<file path="src/rtl/lib_uart.sv">
// Shared UART definitions: transmitter state encoding and frame constants.
// Optional feature macro used by the transmitter: UART_TX_PARITY_EN.
package lib_uart;

  typedef enum logic [2:0] {
    IDLE   = 3'd0,
    START  = 3'd1,
    DATA   = 3'd2,
    PARITY = 3'd3,
    STOP   = 3'd4
  } uart_tx_state_t;

  localparam logic START_BIT = 1'b0;
  localparam logic STOP_BIT  = 1'b1;
  localparam int   DATA_BITS = 8;

  // Index of the final data bit; the bit counter wraps from here to 0.
  localparam logic [2:0] LAST_BIT_IDX = 3'(DATA_BITS - 1);

endpackage

</file>
<file path="src/rtl/uart_baud_gen.sv">
// Bit-time generator: a down-counter reloaded at every bit boundary.
// tick is high in the final cycle of a bit time (count at zero).
module uart_baud_gen #(
  parameter int CLKS_PER_BIT = 434
) (
  input  logic clk,
  input  logic reset,
  input  logic reload,
  output logic tick
);

  localparam int CW = (CLKS_PER_BIT > 1) ? $clog2(CLKS_PER_BIT) : 1;
  localparam logic [CW-1:0] RELOAD_VAL = CW'(CLKS_PER_BIT - 1);

  logic [CW-1:0] count;

  // Reload on a bit boundary, otherwise count down and hold at zero.
  always_ff @(posedge clk or negedge reset) begin
    if (!reset) begin
      count <= '0;
    end else if (reload) begin
      count <= RELOAD_VAL;
    end else if (count != '0) begin
      count <= count - 1'b1;
    end
  end

  assign tick = (count == '0);

endmodule

</file>
<file path="src/rtl/uart_tx.sv">
// UART transmitter: 1 start bit, 8 data bits LSB first, optional even
// parity bit, 1 stop bit. Define UART_TX_PARITY_EN to add the parity bit.
// A level request sends one frame; the request must be seen low while
// idle (or during the stop bit) before another frame is accepted.
// The state output exposes the FSM for observation.
module uart_tx
  import lib_uart::*;
#(
  parameter int CLKS_PER_BIT = 434
) (
  input  logic           clk,
  input  logic           reset,
  input  logic           tx_req,
  input  logic [7:0]     tx_data,
  output logic           tx_busy,
  output logic           txd,
  output uart_tx_state_t state
);

  logic       armed;
  logic [7:0] shreg;
  logic [2:0] bit_idx;
  logic       tick;
  logic       accept;
  logic       reload;
`ifdef UART_TX_PARITY_EN
  logic       parity;
`endif

  assign accept = (state == IDLE) && tx_req && armed;
  // Reload at acceptance and at every bit boundary inside a frame.
  assign reload = accept || ((state != IDLE) && tick);

  uart_baud_gen #(
    .CLKS_PER_BIT(CLKS_PER_BIT)
  ) u_baud_gen (
    .clk   (clk),
    .reset (reset),
    .reload(reload),
    .tick  (tick)
  );

  // Frame sequencer with registered line, busy and arming state.
  always_ff @(posedge clk or negedge reset) begin
    if (!reset) begin
      state   <= IDLE;
      txd     <= STOP_BIT;
      tx_busy <= 1'b0;
      armed   <= 1'b1;
      shreg   <= '0;
      bit_idx <= '0;
`ifdef UART_TX_PARITY_EN
      parity  <= 1'b0;
`endif
    end else begin
      // Re-arm only when the request is seen low between frames.
      if (((state == IDLE) || (state == STOP)) && !tx_req) begin
        armed <= 1'b1;
      end
      case (state)
        IDLE: begin
          if (accept) begin
            state   <= START;
            shreg   <= tx_data;
            armed   <= 1'b0;
            tx_busy <= 1'b1;
            txd     <= START_BIT;
`ifdef UART_TX_PARITY_EN
            parity  <= ^tx_data;
`endif
          end
        end
        START: begin
          if (tick) begin
            state <= DATA;
            txd   <= shreg[0];
          end
        end
        DATA: begin
          if (tick) begin
            if (bit_idx == LAST_BIT_IDX) begin
              bit_idx <= '0;
`ifdef UART_TX_PARITY_EN
              state   <= PARITY;
              txd     <= parity;
`else
              state   <= STOP;
              txd     <= STOP_BIT;
`endif
            end else begin
              bit_idx <= bit_idx + 3'd1;
              shreg   <= {1'b0, shreg[7:1]};
              txd     <= shreg[1];
            end
          end
        end
        PARITY: begin
          if (tick) begin
            state <= STOP;
            txd   <= STOP_BIT;
          end
        end
        STOP: begin
          if (tick) begin
            state   <= IDLE;
            tx_busy <= 1'b0;
          end
        end
        default: begin
          state <= IDLE;
        end
      endcase
    end
  end

endmodule

</file>
<file path="config.mk">
export PLATFORM = sky130hd
export DESIGN_NAME = uart_tx
export DESIGN_NICKNAME = d
export VERILOG_FILES = /design/src/rtl/lib_uart.sv /design/src/rtl/uart_baud_gen.sv /design/src/rtl/uart_tx.sv
export SDC_FILE = /design/constraint.sdc
export NUM_CORES = 1
export LEC_CHECK = 0
export CAP_MARGIN = 5
export CORE_MARGIN = 2
export CORE_UTILIZATION = 25
export CTS_CLUSTER_DIAMETER = 100
export DETAILED_ROUTE_END_ITERATION = 7
export SETUP_SLACK_MARGIN = 0.2
export SYNTH_ARGS = -nofsm -noshare
export SYNTH_HDL_FRONTEND = slang
export SYNTH_SLANG_ARGS = --single-unit
</file>
<file path="constraint.sdc">
create_clock -name clk -period 2.4 [get_ports clk]
set_input_delay 0.48 -clock clk [delete_from_list [all_inputs] [get_ports clk]]
set_output_delay 0.48 -clock clk [all_outputs]
set_load 0.05 [all_outputs]
</file>
==> impl_metrics.tcl <==
set metrics [dict create \
    cts_tree "yes" \
    async_flop_share 1.00 \
    yosys.area_share.adder 0.0266 \
    drtIter0Drc 53 \
    area_delta_synth_final_pct 20.4 \
    clock_skew_ns 0.00155 \
    tns_ns 0 \
    clock_path_buffers 2 \
    layout.nets 156 \
    instances_no_fill 212 \
    fmax_mhz 477 \
    setup_ws_ns 0.304 \
    start_util 0.257 \
    power.density_nw_per_um2 433 \
    synth_ff_type "dfrtp_1" \
    grt_pass1_vias 1023 \
    drv_slew 0 \
    synth_top_family_by_area "simple AND/OR/NAND/NOR gates" \
    final_layout_size_suffix_gt1_frac 0.257 \
    crit_path_end_kind "output port" \
    die_h_um 79.1 \
    syn_inst 122 \
    synth.area.mux_share 0.162 \
    p_leak_nw 0.749 \
    path_cells "clkdlybuf4s50_1" \
    synth_cell_types 40 \
    wl_per_cell_um 12.6 \
    rsz0062_at_grt "false" \
    synth-compound-area-share 0.106 \
    core-area_um2 5470 \
    routed_wl_um 2660 \
    report.final.hold_viol_count 0 \
    antenna_found_initial 0 \
    crit_type "reg2out" \
    cts_htree_levels 1 \
    arrival_ns 1.62 \
    final-setup-viol-count 0 \
    synth-seq-area-share 0.464 \
    status "finished, final reports clean" \
    ys_warn_count 0 \
    slew_headroom 0.664 \
    synth-edff-count 0 \
    num_antenna_cells 0 \
    pin_count 16 \
    crit_path_top_delay_cell "clkdlybuf4s50_1" \
    clk_latency_ns 0.26 \
    critPathTopFamily "buffers and inverters" \
    grt_pass1_wl_um 4890 \
    dp_slack_ns 0.333 \
    syn_area_um2 1410 \
    dpl.hpwl_um 1900 \
    fp.dieArea_um2 6250 \
    drtAntennaViolNets 0 \
    hold_path_class "reg2reg" \
    root_buffer "clkbuf_8" \
    syn_area_per_cell_um2 11.5 \
    cp_max_fo 9 \
    ir_drop_mv 0.283 \
    synth-xor-area-share 0.00622 \
    port_buffers 15 \
    drv_cap 0 \
    hold_slack_ns 0.514 \
    syn_nets 136 \
    slowest_delay_ns 0.86 \
    grt_usage 0.0975 \
    first_pass_iters 4 \
    crit_required_ns 1.92 \
    vias 957 \
    clock-sinks 26 \
    numCtsBuffers 3 \
    critPathBufInv 1 \
    synthSimpleGateAreaFrac 0.205 \
    viasPerCell 4.51 \
    grt-ovfl-total 0 \
    min_period_over_period 0.873 \
    dp.cells 209 \
    gp_congestion 0.716 \
    worst_setup_path_start_kind "flop" \
    row_count 27 \
    fp.dieW_um 79.1 \
    synth-seq-cells 26 \
    drc_errors 0 \
    clkTransAtPathRegs_ns 0.09 \
    min_period_ns 2.10 \
    grt_max_degree 27 \
    worstMarginPinSlew_ns 0.503 \
]
cells in the mapped netlist (3+ instances only):
cell,instances,area share
a21oi_1,6,0.021
dfrtp_1,24,0.43
ha_1,3,0.027
inv_1,4,0.011
mux2_2,10,0.080
mux2_4,7,0.075
nand2_1,7,0.019
nand2b_1,4,0.018
nand3_1,3,0.011
nor2_1,7,0.019
nor2b_1,3,0.013
o21ai_0,6,0.021
or3_1,3,0.013
cells in the final DEF, fill, tap and decap left out, types with 3 or more instances in the layout:
cell type | synthesis | layout
ha_1 | 3 | 3
nand2b_1 | 4 | 4
nand3_1 | 3 | 3
dfrtp_1 | 24 | 24
inv_1 | 4 | 4
a21oi_1 | 6 | 6
nor2_1 | 7 | 7
mux2_2 | 10 | 10
nor2b_1 | 3 | 3
clkdlybuf4s50_1 | 0 | 13
o21ai_0 | 6 | 6
mux2_4 | 7 | 7
buf_4 | 1 | 4
nand2_1 | 7 | 7
clkbuf_8 | 0 | 3
or3_1 | 3 | 3
per-layer routing:
| layer | vias to the layer above | GRT usage | routed length, um |
|---|---|---|---|
| met5 | - | 0 | 0 |
| met2 | 14 | 0.166 | 1320 |
| li1 | 473 | - | - |
| met3 | 2 | 0.0273 | 92 |
| met1 | 468 | 0.128 | 1240 |
| met4 | 0 | 0.0103 | 13 |
per-stage QoR:
step | utilization | power (W) | instance area (um2)
6_report | 0.310 | 0.000734 | 1700
4_1_cts | 0.309 | 0.000752 | 1690
5_1_grt | 0.310 | 0.000773 | 1700
3_3_place_gp | 0.302 | 0.000500 | 1650
3_5_place_dp | 0.302 | 0.000501 | 1650
2_1_floorplan | - | 0.000470 | 1410
power by group:
group | switching, W | internal (W) | total, W
clock network | 0.000131 | 0.000112 | 0.000243
registers | 0.00000335 | 0.000444 | 0.000447
logic | 0.0000160 | 0.0000278 | 0.0000438
flip-flops by register name (all words and copies together) (netlist names):
signal            count
u_baud_gen.count      9
shreg                 8
bit_idx               3
state                 3
armed                 1
tx_busy               1
txd                   1
worst paths after layout:
path,start,end,slack (ns),depth (start not counted)
worst max-delay path,state[1],state[1],0.30,1
worst min-delay path,shreg[3],shreg[3],0.51,1
worst min register to register,shreg[3],shreg[3],0.51,1
min in group asynchronous,reset,shreg[5],0.59,2
max in group asynchronous,reset,txd,1.51,2
worst max register to register,u_baud_gen.count[0],shreg[0],0.45,6
cell type report:
class / instances / area [um2]
sequential: 26 / 653
timing repair buffer: 19 / 185
fill: 593 / 3780
tap: 72 / 90.1
multi-input combinational: 88 / 712
inverter: 4 / 15.0
clock buffer: 3 / 41.3
kinds of logic after synthesis:
| group | after synthesis |
|---|---|
| AOI/OAI and AO/OA | 22 |
| xor gates and xnor gates | 1 |
| adders and majority gates | 3 |
| buffers and inverters | 8 |
| DFF | 26 |
| muxes | 18 |
| and+or+nand+nor | 44 |
repair_timing:
action | 4_1_cts | 5_1_grt
hold buffers | 0 | 0
setup buffers | 0 | 0
setup endpoints to repair | 0 | 2
resized for setup | 0 | 2
No activity file was read; power rests on OpenSTA's default activity.
